File: src/rtl/ps2_voice_allocator.sv
// PS/2 key events drive a polyphonic voice pool, with an attack/release volume envelope per voice.
// Build option VOICE_STEAL_EN: a press that finds no free voice takes over the lowest-index releasing voice.
module ps2_voice_allocator #(
    parameter int NUM_VOICES = 8,
    parameter int ENV_DIV    = 24000,
    parameter int ENV_STEP   = 64,
    parameter int VOL_MAX    = 65535
) (
    input  logic                        clk,
    input  logic                        reset,
    input  logic [10:0]                 ps2_key,
    output logic [NUM_VOICES-1:0][31:0] frequencies,
    output logic [NUM_VOICES-1:0][31:0] voice_volumes,
    output logic [NUM_VOICES-1:0]       voices_active,
    output logic                        note_drop
);
    // state   | meaning
    // IDLE    | voice free and silent
    // ATTACK  | key held, volume ramping up
    // SUSTAIN | key held, volume at VOL_MAX
    // RELEASE | key released, volume ramping down
    typedef enum logic [1:0] {IDLE, ATTACK, SUSTAIN, RELEASE} voice_state_t;

    localparam int IDX_W = (NUM_VOICES > 1) ? $clog2(NUM_VOICES) : 1;

    voice_state_t state_q [NUM_VOICES];
    voice_state_t state_d [NUM_VOICES];
    logic [3:0]   note_q  [NUM_VOICES];
    logic [3:0]   note_d  [NUM_VOICES];
    logic [31:0]  vol_q   [NUM_VOICES];
    logic [31:0]  vol_d   [NUM_VOICES];

    logic             toggle_q;
    logic             ev_valid_q;
    logic             ev_press_q;
    logic [3:0]       ev_note_q;
    logic [31:0]      div_q;
    logic             tick;
    logic [4:0]       decoded;
    logic             sel_found;
    logic             sel_load;
    logic [IDX_W-1:0] sel_idx;
    logic             drop_d;

    // Returns {mapped, note_index}.
    function automatic logic [4:0] decode_note(input logic [7:0] code);
        case (code)
            8'h1A:   return {1'b1, 4'd0};
            8'h1B:   return {1'b1, 4'd1};
            8'h22:   return {1'b1, 4'd2};
            8'h23:   return {1'b1, 4'd3};
            8'h21:   return {1'b1, 4'd4};
            8'h2A:   return {1'b1, 4'd5};
            8'h34:   return {1'b1, 4'd6};
            8'h32:   return {1'b1, 4'd7};
            8'h33:   return {1'b1, 4'd8};
            8'h31:   return {1'b1, 4'd9};
            8'h3B:   return {1'b1, 4'd10};
            8'h3A:   return {1'b1, 4'd11};
            8'h41:   return {1'b1, 4'd12};
            default: return 5'd0;
        endcase
    endfunction

    function automatic logic [31:0] note_hz(input logic [3:0] idx);
        case (idx)
            4'd0:    return 32'd262;
            4'd1:    return 32'd277;
            4'd2:    return 32'd294;
            4'd3:    return 32'd311;
            4'd4:    return 32'd330;
            4'd5:    return 32'd349;
            4'd6:    return 32'd370;
            4'd7:    return 32'd392;
            4'd8:    return 32'd415;
            4'd9:    return 32'd440;
            4'd10:   return 32'd466;
            4'd11:   return 32'd494;
            4'd12:   return 32'd523;
            default: return 32'd0;
        endcase
    endfunction

    assign decoded = decode_note(ps2_key[7:0]);
    assign tick    = (div_q == 32'(ENV_DIV - 1));

    always_ff @(posedge clk) begin
        if (reset) begin
            toggle_q   <= ps2_key[10];
            ev_valid_q <= 1'b0;
            ev_press_q <= 1'b0;
            ev_note_q  <= 4'd0;
            div_q      <= 32'd0;
            note_drop  <= 1'b0;
            for (int i = 0; i < NUM_VOICES; i++) begin
                state_q[i] <= IDLE;
                note_q[i]  <= 4'd0;
                vol_q[i]   <= 32'd0;
            end
        end else begin
            toggle_q   <= ps2_key[10];
            ev_valid_q <= (ps2_key[10] != toggle_q) && !ps2_key[8] && decoded[4];
            ev_press_q <= ps2_key[9];
            ev_note_q  <= decoded[3:0];
            div_q      <= tick ? 32'd0 : div_q + 32'd1;
            note_drop  <= drop_d;
            state_q    <= state_d;
            note_q     <= note_d;
            vol_q      <= vol_d;
        end
    end

    // Voice selection for a press: matching note first, then a free voice, then (optionally) a releasing one.
    always_comb begin
        sel_found = 1'b0;
        sel_load  = 1'b0;
        sel_idx   = '0;
        drop_d    = 1'b0;
        if (ev_valid_q && ev_press_q) begin
            for (int i = NUM_VOICES - 1; i >= 0; i--) begin
                if (state_q[i] != IDLE && note_q[i] == ev_note_q) begin
                    sel_found = 1'b1;
                    sel_idx   = IDX_W'(i);
                end
            end
            if (!sel_found) begin
                for (int i = NUM_VOICES - 1; i >= 0; i--) begin
                    if (state_q[i] == IDLE) begin
                        sel_found = 1'b1;
                        sel_load  = 1'b1;
                        sel_idx   = IDX_W'(i);
                    end
                end
            end
`ifdef VOICE_STEAL_EN
            if (!sel_found) begin
                for (int i = NUM_VOICES - 1; i >= 0; i--) begin
                    if (state_q[i] == RELEASE) begin
                        sel_found = 1'b1;
                        sel_load  = 1'b1;
                        sel_idx   = IDX_W'(i);
                    end
                end
            end
`else
`endif
            drop_d = !sel_found;
        end
    end

    always_comb begin
        state_d = state_q;
        note_d  = note_q;
        vol_d   = vol_q;
        for (int i = 0; i < NUM_VOICES; i++) begin
            if (ev_valid_q && ev_press_q && sel_found && sel_idx == IDX_W'(i)) begin
                state_d[i] = ATTACK;
                if (sel_load) begin
                    note_d[i] = ev_note_q;
                    vol_d[i]  = 32'd0;
                end
            end else if (ev_valid_q && !ev_press_q && note_q[i] == ev_note_q &&
                         (state_q[i] == ATTACK || state_q[i] == SUSTAIN)) begin
                state_d[i] = RELEASE;
            end else if (tick) begin
                case (state_q[i])
                    ATTACK: begin
                        if ({1'b0, vol_q[i]} + 33'(ENV_STEP) >= 33'(VOL_MAX)) begin
                            vol_d[i]   = 32'(VOL_MAX);
                            state_d[i] = SUSTAIN;
                        end else begin
                            vol_d[i] = vol_q[i] + 32'(ENV_STEP);
                        end
                    end
                    RELEASE: begin
                        if (vol_q[i] <= 32'(ENV_STEP)) begin
                            vol_d[i]   = 32'd0;
                            state_d[i] = IDLE;
                        end else begin
                            vol_d[i] = vol_q[i] - 32'(ENV_STEP);
                        end
                    end
                    default: ;
                endcase
            end
        end
    end

    always_comb begin
        for (int i = 0; i < NUM_VOICES; i++) begin
            voices_active[i] = (state_q[i] != IDLE);
            frequencies[i]   = (state_q[i] != IDLE) ? note_hz(note_q[i]) : 32'd0;
            voice_volumes[i] = vol_q[i];
        end
    end
endmodule
File: config.mk
export PLATFORM = sky130hd
export DESIGN_NAME = ps2_voice_allocator
export DESIGN_NICKNAME = d
export VERILOG_FILES = /design/src/rtl/ps2_voice_allocator.sv
export SDC_FILE = /design/constraint.sdc
export NUM_CORES = 1
export LEC_CHECK = 0
export BUFFER_PORTS_ARGS = -buffer_cell sky130_fd_sc_hd__buf_2
export CORE_ASPECT_RATIO = 0.75
export CORE_MARGIN = 1
export CORE_UTILIZATION = 50
export CTS_BUF_LIST = sky130_fd_sc_hd__clkbuf_16
export CTS_CLUSTER_SIZE = 8
export DETAILED_ROUTE_END_ITERATION = 10
export PLACE_DENSITY_LB_ADDON = 0.05
export SLEW_MARGIN = 40
export SYNTH_ARGS = -nofsm -noshare
export SYNTH_HDL_FRONTEND = slang
export SYNTH_MEMORY_MAX_BITS = 65536
export SYNTH_SLANG_ARGS = --single-unit
File: constraint.sdc
create_clock -name clk -period 3.4 [get_ports clk]
set_input_delay 0.34 -clock clk [delete_from_list [all_inputs] [get_ports clk]]
set_output_delay 0.34 -clock clk [all_outputs]
set_load 0.02 [all_outputs]
==> Word level (Yosys, flattened, before mapping) <==
Memory sizes are Yosys's and may differ from the RTL's. A register that Yosys moved wholly into a read port is not among the register bits.
Index checks and enable logic that the tools add are counted.
{ "op_classes": {"add_sub_neg": 25, "n_lt_le_gt_ge": 16, "n_eq_ne": 102, "n_mux": 162, "n_bitwise": 1, "n_reduce_logical": 155} }
{ "ops": {"columns": ["op", "count"], "rows": [
  ["$mux 32", 49],
  ["$pmux 32 s2", 8],
  ["$add 32x7->33 const B", 8],
  ["$ge 33x16->1 const B", 8],
  ["$add 32x7->32 const B", 8],
  ["$le 32x7->1 const B", 8],
  ["$sub 32x7->32 const B", 8],
  ["$reduce_and 4->1", 24],
  ["$eq 8x6->1 const B", 10],
  ["$reduce_bool 3->1", 24],
  ["$pmux 5 s13", 1],
  ["$mux 2", 32],
  ["$mux 4", 16],
  ["$mux 3", 18],
  ["$reduce_bool 2->1", 24],
  ["$logic_and 1x1->1", 37],
  ["$add 32x1->32 const B", 1],
  ["$eq 2x2->1 const B", 16],
  ["$eq 32x15->1 const B", 1],
  ["$eq 4x4->1", 8],
  ["$ne 2x2->1 const B", 16],
  ["$ne 4x2->1 const B", 8],
  ["$ne 4x4->1 const B", 8],
  ["$pmux 2 s2", 8],
  ["other kinds (18)", 112]
]} }
{ "word_totals": {"regBits": 344, "mem_bits_ro": 1280, "inputBits": 13, "out_inout_bits": 521, "word_cells": 507, "memories": 8} }
{ "mem_list": {"columns": ["memory", "words", "word_bits", "rd", "rd_clocked_by_memory_dff", "wr", "line", "text"], "rows": [
  ["(no name shown)", 16, 10, 1, 1, 0, "66", "case (idx)"],
  ["(no name shown)", 16, 10, 1, 1, 0, "66", null],
  ["(no name shown)", 16, 10, 1, 1, 0, "66", null],
  ["(no name shown)", 16, 10, 1, 1, 0, "66", null],
  ["(no name shown)", 16, 10, 1, 1, 0, "66", null],
  ["(no name shown)", 16, 10, 1, 1, 0, "66", null],
  ["+2 memories", null, null, null, null, null, null, null]
]} }

==> Longest topological paths before layout <==
Gate-level depths: netlist of run 1.
{ "depth": {"word_depth": 25, "ltp_mapped": 17, "mapped_depth_nobuf": 15} }

==> Worst setup path before layout of run 1 <==
OpenSTA, ideal clock, no wires.
{ "synth_path": {"kind": "reg-to-reg", "startpoint": "reg ev_note_q[3]", "endpoint": "reg (tool-made name)", "setup_time_ns": 0.136, "arrival_ns": 3.642, "required_ns": 3.264, "slack_ns": -0.378, "path_stages_with_launch": 17, "n_path_buf": 4, "synth_period_minus_slack_ns": 3.778, "path_cell_list": "dfxtp_1 -> buf_4 -> buf_6 -> xor2_1 -> nor4_1 -> a22o_2 -> nor4_4 -> a2111oi_4 -> or3_1 -> clkbuf_1 -> buf_2 -> nand2_1 -> a21oi_1 -> inv_1 -> ha_1 -> a221oi_1 -> a21oi_1"} }
{ "synth_lines": {"columns": ["item", "line", "text"], "rows": [
  ["from (decl)", "36", "logic [3:0] ev_note_q;"],
  ["from (signal assigned)", "104", "ev_note_q <= decoded[3:0];"]
]} }

==> Worst setup path in the final report of run 1 <==
{ "layout_path": {"startpoint": "reg ev_note_q[1]", "endpoint": "reg vol_q, in the netlist voice_volumes[50]"} }
{ "layout_via": {"elab_chain_cells": 24, "word_cells_on_any_way": 59, "classes_between": "eq/ne: 11; mux: 33; reduce/logical: 15"} }
{ "layout_rtl": {"columns": ["item", "line", "text"], "rows": [
  ["$eq 4x4->1", "121", "if (state_q[i] != IDLE && note_q[i] == ev_note_q) begin"],
  ["$logic_and 1x1->1", "121", null],
  ["$mux 3 (8 in series)", "121", null],
  ["$mux 3 (8 in series)", "128", "if (state_q[i] == IDLE) begin"],
  ["$mux 3", "126", "if (!sel_found) begin"],
  ["$mux 3", "119", "if (ev_valid_q && ev_press_q) begin"],
  ["$eq 3x1->1", "156", "if (ev_valid_q && ev_press_q && sel_found && sel_idx == IDX_W'(i)) begin"],
  ["$logic_and 1x1->1", "156", null],
  ["$ne 2x2->1 (no source line) (tied with other cells)", null, null],
  ["$reduce_and 4->1 (no source line)", null, null],
  ["to (signal assigned)", "109", "vol_q <= vol_d;"],
  ["to (decl)", "30", "logic [31:0] vol_q [NUM_VOICES];"]
]} }
Parallel ways exist; a longest one is shown, timed or not. The select of a mux whose other input is x is not followed.
A chain may end at the register's enable or synchronous reset.

==> results of run 1 <==
==> worst max-delay path, stage by stage (launching register included) <==
cell	delay (ns)
dfxtp_4	0.37
buf_12	0.16
xor2_4	0.19
nor4_4	0.36
a22o_2	0.27
buf_6	0.13
a311o_1	0.20
buf_12	0.13
o211ai_4	0.08
buf_6	0.16
nor4_4	0.52
buf_4	0.24
buf_8	0.13
nor3_2	0.05
o211ai_1	0.27
o31ai_4	0.10
==> stage by stage <==
| stage | utilization [%] | instance area (sq um) | total power [mW] | hold slack, ns | TNS, ns |
|---|---|---|---|---|---|
| finish | 65.3 | 38500 | 9.96 | 0.111 | -1.47 |
| global route | 65.3 | 38500 | 10.3 | 0.118 | -10.25 |
| CTS | 62.6 | 36900 | 10.0 | 0.0800 | -1.43 |
| detailed placement | 59.0 | 34700 | 5.20 | 0.451 | -26.80 |
| global placement | 59.0 | 34700 | 5.20 | 0.443 | -26.18 |
| floorplan | - | 30700 | 5.23 | 0.368 | -0.893 |
==> layer usage <==
| metal | up-vias | wire (microns) |
|---|---|---|
| met5 | - | 0 |
| met4 | 0 | 2400 |
| met3 | 163 | 9100 |
| met2 | 1426 | 44200 |
| met1 | 15263 | 48300 |
| li1 | 15438 | - |
==> how the worst max path moves through the flow <==
stage | start | endpoint | slack [ns]
final | ev_note_q[1] | voice_volumes[50] | -0.12
after global routing | ev_note_q[1] | voice_volumes[50] | -0.25
after CTS | div_q[24] | voice_volumes[220] | -0.09
after detailed placement | div_q[26] | voice_volumes[27] | -0.31
after global placement | div_q[26] | voice_volumes[24] | -0.29
after floorplan | ev_note_q[2] | flop | -0.07
==> area by class of cell <==
cell class	instances	share of cell area, %
repair buffers	944	17.6
inverters	149	1.49
well taps	790	2.57
multi-input cells	3139	54.7
flip-flops and latches	384	20.0
clock inverters	6	0.127
clock buffers	54	3.51
==> cell families after synthesis <==
group,Yosys count,share of synthesized area (%)
multiplexers,75,2.66
flip-flops,384,25.8
adder cells (fa/ha/maj),120,5.04
AO/OA/AOI/OAI,945,21.2
XOR/XNOR,143,4.21
buffers and inverters,661,11.4
other,1,0.0126
AND/OR/NAND/NOR,1679,29.7
==> timing repair <==
| item | 4_1_cts | 5_1_grt |
|---|---|---|
| endpoints found under the hold margin | 3 | 0 |
| pin swaps | 40 | 110 |
| hold buffers | 3 | 0 |
| cloned | 1 | 5 |
| endpoints found under the setup margin | 254 | 259 |
| setup buffers | 35 | 33 |
| resized for setup | 96 | 279 |
==> power by group through the flow <==
| stage | combinational (mW) | sequential (mW) | clock [mW] |
|---|---|---|---|
| global route | 0.651 | 4.53 | 5.11 |
| CTS | 0.581 | 4.53 | 4.93 |
| floorplan | 0.597 | 4.63 | 0 |
| global placement | 0.574 | 4.63 | 0 |
| detailed placement | 0.572 | 4.63 | 0 |
| finish | 0.601 | 4.53 | 4.82 |
==> cells in the mapped netlist (all sizes together), types with 16 or more instances <==
| library cell | number | area share (%) |
|---|---|---|
| nand2b | 27 | 0.57 |
| a21oi | 220 | 3.7 |
| o22ai | 33 | 0.69 |
| nand3b | 23 | 0.58 |
| nor3 | 217 | 3.8 |
| o21ai | 219 | 3.7 |
| mux2i | 66 | 2.3 |
| and4 | 21 | 0.63 |
| nor4 | 83 | 1.9 |
| buf | 275 | 6.5 |
| inv | 147 | 1.9 |
| or2 | 33 | 0.69 |
| dfxtp | 384 | 26 |
| nor2b | 128 | 2.7 |
| nand4 | 57 | 1.2 |
| nor3b | 26 | 0.66 |
| a22oi | 16 | 0.40 |
| nor2 | 322 | 4.1 |
| a311oi | 18 | 0.53 |
| o211ai | 38 | 0.99 |
| nand3 | 174 | 3.0 |
| or4 | 35 | 0.92 |
| nand2 | 314 | 4.0 |
| clkbuf | 237 | 3.0 |
| a2111oi | 17 | 0.56 |
| ha | 120 | 5.0 |
| or3 | 88 | 1.9 |
| a31oi | 46 | 0.97 |
| a21o | 24 | 0.61 |
| o31ai | 43 | 1.1 |
| a221oi | 16 | 0.47 |
| a211oi | 48 | 1.3 |
| and3 | 60 | 1.3 |
| xnor2 | 71 | 2.1 |
| xor2 | 72 | 2.1 |
| and2 | 34 | 0.71 |
| o2111ai | 19 | 0.56 |
==> impl_metrics.csv, run 1 <==
group,metric,value,unit
status,status,"finished with violations",
status,violations,"setup timing",
die,fp.dieW,284,microns
synthesis,syn_inst,4008,
power_and_ir_drop,p_per_area,259,nW/um^2
detailed_routing,wl_per_cell,19.0,microns
setup_path,endpoint_kind,"flop",
synthesis,syn_area_per_cell,7.43,sq um
place,dpl.cell_count,5333,
sta,rsz0062_at_grt,"yes",
power_and_ir_drop,irDropWorstVdd,362,uV
place,place_congestion,0.948,
power_and_ir_drop,p_int,7.43,mW
cells_and_area,multiInputGateArea,21000,sq um
die,num_io_pins,534,
cells_and_area,syn_to_final_growth,29.2,%
cells_and_area,final_cell_mix,"512 x buf_4, 372 x dfxtp_1, 357 x buf_2",
grt,grt.total_usage,31.9,%
cells_and_area,drive_gt1_share,28.6,%
setup_path,arrival,3.99,ns
detailed_routing,vias_per_cell,5.91,
sta,fin_crit_sh,104,%
min_path,holdPathEnd,"ev_note_q[1]",
grt,gr-usage-met1,47.4,%
power_and_ir_drop,p_leak,17.0,nW
sta,slew_viol_final,0,
power_and_ir_drop,switchingPower,2.52,mW
min_path,hold_class,"input pin to flop",
sta,setup-violations-final,36,
synthesis,ys.flop_type,"dfxtp_1",
setup_path,r2r_cells,15,
cts,clockBufferDepth,3,
grt,grt_use_met3,5.52,%
cts,clkTransAtPathRegs,0.06,ns
synthesis,yosysSeqAreaShare,25.8,%
sta,min_period,3.52,ns
detailed_routing,routed_wl,104000,microns
die,initial_core_util,50.6,%
grt,grt_max_degree,93,
cells_and_area,fillers,5147,
setup_path,r2r-end,"voice_volumes[50]",
synthesis,ys_async_sr_fraction,0,%
sta,relSlewSlack,53.8,%
power_and_ir_drop,p_clk_share,48.4,%
setup_path,cp-start-kind,"flop",
power_and_ir_drop,sw_frac_of_total,25.3,%
cts,cts_tree,"done",
synthesis,synth_area,29800,sq um
cells_and_area,fin_cells,5466,
grt,grt_overflow,0,
grt,grt.met2_usage,46.7,%
cells_and_area,regArea,7700,sq um
setup_path,path_class,"flop to flop",
place,dp_hpwl,75100,microns
setup_path,rrSetupSlack,-0.12,ns
cells_and_area,n_antenna_cell,0,
job,maxCapViolations,0,
grt,grt_pass1_vias,27785,
sta,hold_viol,0,
synthesis,synth_seq_cells,384,
power_and_ir_drop,p_seq_share,45.5,%
detailed_routing,routed-via-count,32290,
die,rows,77,
die,dieArea,60500,sq um
setup_path,r2r-start,"ev_note_q[1]",
synthesis,synth_edf_count,0,
synthesis,yosysWarnings,0,
die,coreArea,58900,sq um
place,portBuffers,357,
grt,antenna_found_initial,2,
place,dp_slack,-0.309,ns
setup_path,required,3.87,ns
min_path,min_path_cells,3,
detailed_routing,drt-initial-drc-count,3226,
cts,clk_latency,0.61,ns
detailed_routing,drtPass1Iterations,8,
cts,cts.sinks,384,
die,die_h,213,microns
sta,fin_worst_skew,0.0165,ns
sta,max_freq,0.284,GHz
grt,grt_pass1_wl,157000,microns
setup_path,critPathMaxFanout,6,
synthesis,synth.distinct_cells,101,
cts,cts_root_buffer,"clkbuf_16",
cts,htree_num_levels,2,
power_and_ir_drop,p_comb_share,6.0,%
detailed_routing,drc_errors,0,
min_path,min-delay-start,"ps2_key[5]",
cells_and_area,final_common_cell,"buf_4",
cells_and_area,num-nets-final,4805,
sta,fin_ws,-0.120,ns
grt,grt.busiest_layer,"met1",
cts,cts_made_buffers,54,
detailed_routing,ant_nets,0,
sta,tightest_slew,0.686,ns
No activity file was read; power rests on OpenSTA's default activity.
==> run 2: changes to the inputs <==
Settings changed: CTS_CLUSTER_DIAMETER from default to 200, REMOVE_ABC_BUFFERS from default to 1.
==> impl_metrics.csv, run 2 (synthesis gave the netlist of run 1 again) <==
group,metric,value,unit
die,num_io_pins,534,
power_and_ir_drop,irDropWorstVdd,321,uV
setup_path,cp-start-kind,"flop",
sta,fin_ws,-0.270,ns
setup_path,r2r-end,"voice_volumes[53]",
cts,cts.sinks,384,
sta,relSlewSlack,43.1,%
power_and_ir_drop,p_clk_share,48.1,%
sta,slew_viol_final,0,
setup_path,cpMostUsedCell,"buf_6",
status,violations,"setup timing",
cts,clk_latency,0.62,ns
detailed_routing,drtPass1Iterations,6,
grt,grt_max_degree,111,
sta,min_period,3.67,ns
sta,rsz0062_at_grt,"yes",
grt,grt_pass1_vias,28147,
sta,setup-violations-final,194,
sta,max_freq,0.273,GHz
power_and_ir_drop,p_comb_share,6.3,%
min_path,holdPathEnd,"ev_note_q[3]",
cts,clockBufferDepth,3,
setup_path,arrival,4.19,ns
setup_path,slowest_delay,0.63,ns
cells_and_area,n_antenna_cell,0,
die,initial_core_util,50.6,%
detailed_routing,drt-initial-drc-count,3202,
cts,cts_root_buffer,"clkbuf_16",
grt,grt_pass1_wl,158000,microns
setup_path,endpoint_kind,"flop",
detailed_routing,wl_per_cell,19.0,microns
power_and_ir_drop,p_per_area,254,nW/um^2
sta,fin_worst_skew,0.0207,ns
sta,fin_crit_sh,108,%
die,dieArea,60500,sq um
power_and_ir_drop,p_leak,17.4,nW
cts,cts_made_buffers,53,
setup_path,required,3.92,ns
power_and_ir_drop,sw_frac_of_total,25.6,%
place,dp_hpwl,73600,microns
power_and_ir_drop,p_seq_share,45.6,%
status,status,"finished with violations",
min_path,min_path_cells,2,
die,coreArea,58900,sq um
cts,htree_num_levels,2,
power_and_ir_drop,switchingPower,2.55,mW
detailed_routing,ant_nets,0,
cells_and_area,num-nets-final,4874,
cells_and_area,drive_gt1_share,29.9,%
job,maxCapViolations,0,
grt,antenna_found_initial,0,
place,place_congestion,0.953,
cts,clkTransAtPathRegs,0.06,ns
setup_path,rrSetupSlack,-0.27,ns
detailed_routing,routed-via-count,32696,
setup_path,r2r-start,"ev_note_q[1]",
cells_and_area,final_common_cell,"buf_4",
setup_path,crit_chain,"buf_12, buf_8, xor2_2, nor4_2, a22o_2, buf_6, or4_4, buf_6, buf_6, nor3_4, buf_4, buf_6, nor4_4, buf_4, or4_4, o41ai_2",
sta,tightest_slew,0.850,ns
detailed_routing,routed_wl,105000,microns
setup_path,path_class,"flop to flop",
power_and_ir_drop,power.total,9.95,mW
cells_and_area,final_cell_mix,"532 x buf_4, 377 x dfxtp_1, 360 x buf_2",
die,die_h,213,microns
grt,grt.total_usage,31.8,%
min_path,hold_class,"input pin to flop",
die,fp.dieW,284,microns
setup_path,critPathMaxFanout,7,
sta,hold_viol,0,
cells_and_area,syn_to_final_growth,31.7,%
cts,cts_tree,"done",
detailed_routing,vias_per_cell,5.91,
place,portBuffers,357,
setup_path,r2r_cells,16,
setup_path,slowest_stage,"or4_4",
sta,setup-tns-final,-15.55,ns
grt,grt_overflow,0,
detailed_routing,drc_errors,0,
die,rows,77,
power_and_ir_drop,p_int,7.40,mW
min_path,min-delay-start,"reset",
-- run 2: cell types whose count changed in the layout (fill, tap and decap cells not counted), sizes merged --
cell and change:
buf +65, clkbuf +4, bufbuf -1, clkinv -1, clkinvlp -1, inv -1, o211a +1
-- run 2: through the flow --
step | instances | hold WS [ns] | util [%] | cell area (sq um) | setup slack (ns)
after CTS | 5483 | 0.0682 | 63.9 | 37600 | -0.204
after floorplan | 3671 | 0.368 | - | 27600 | -1.14
final | 5532 | 0.0972 | 66.6 | 39200 | -0.270
after global placement | 5376 | 0.449 | 59.2 | 34800 | -0.361
after detailed placement | 5376 | 0.462 | 59.2 | 34800 | -0.380
after global routing | 5532 | 0.0872 | 66.6 | 39200 | -0.338
-- run 2: how the worst max path moves through the flow --
stage                       from            endpoint  depth (start not counted)
detailed placement  ev_note_q[0]                flop                         16
CTS                 ev_note_q[1]   voice_volumes[61]                         13
global placement    ev_note_q[1]                flop                         14
floorplan           ev_note_q[1]  voice_volumes[103]                          9
finish              ev_note_q[1]   voice_volumes[53]                         16
global route        ev_note_q[1]                flop                         17
-- run 2: power groups by stage --
stage               Clock, mW  Sequential, mW  Combinational (mW)
global placement            0            4.63               0.574
global route             5.04            4.53               0.674
floorplan                   0            4.66               0.345
CTS                      4.84            4.53               0.593
finish                   4.78            4.53               0.628
detailed placement          0            4.63               0.576
-- run 2: what timing repair did --
item	in CTS	in global routing
hold buffers	3	0
resized for setup	236	273
gates cloned	12	10
buffers inserted	40	44
endpoints found under the setup margin	269	300
pin swaps	82	109
hold endpoints to repair	3	0
-- run 2: area by class of cell --
type,instances,area (sq um)
Clock buffer,53,1330
Sequential cell,384,7700
Timing Repair Buffer,1013,7470
Clock inverter,3,37.5
Multi-Input combinational cell,3140,21100
Inverter,149,567
Fill cell,5169,19700
Tap cell,790,988
-- run 2: per-layer routing --
layer,share of wire (%),track usage [%],vias up,wire length [microns]
met3,8.1,4.71,201,8500
met5,0,0,-,0
met4,2.5,8.15,0,2580
met2,43,46.6,1434,45100
li1,-,-,15578,-
met1,47,48.1,15483,49100
-- run 2: worst max-delay path, delay by kind of cell, from the launching register on --
kind,cells,cell delay [ns]
and+or+nand+nor,5,1.44
buffers and inverters,8,1.11
AOI/OAI and AO/OA,2,0.51
DFF,1,0.37
xor gates and xnor gates,1,0.15
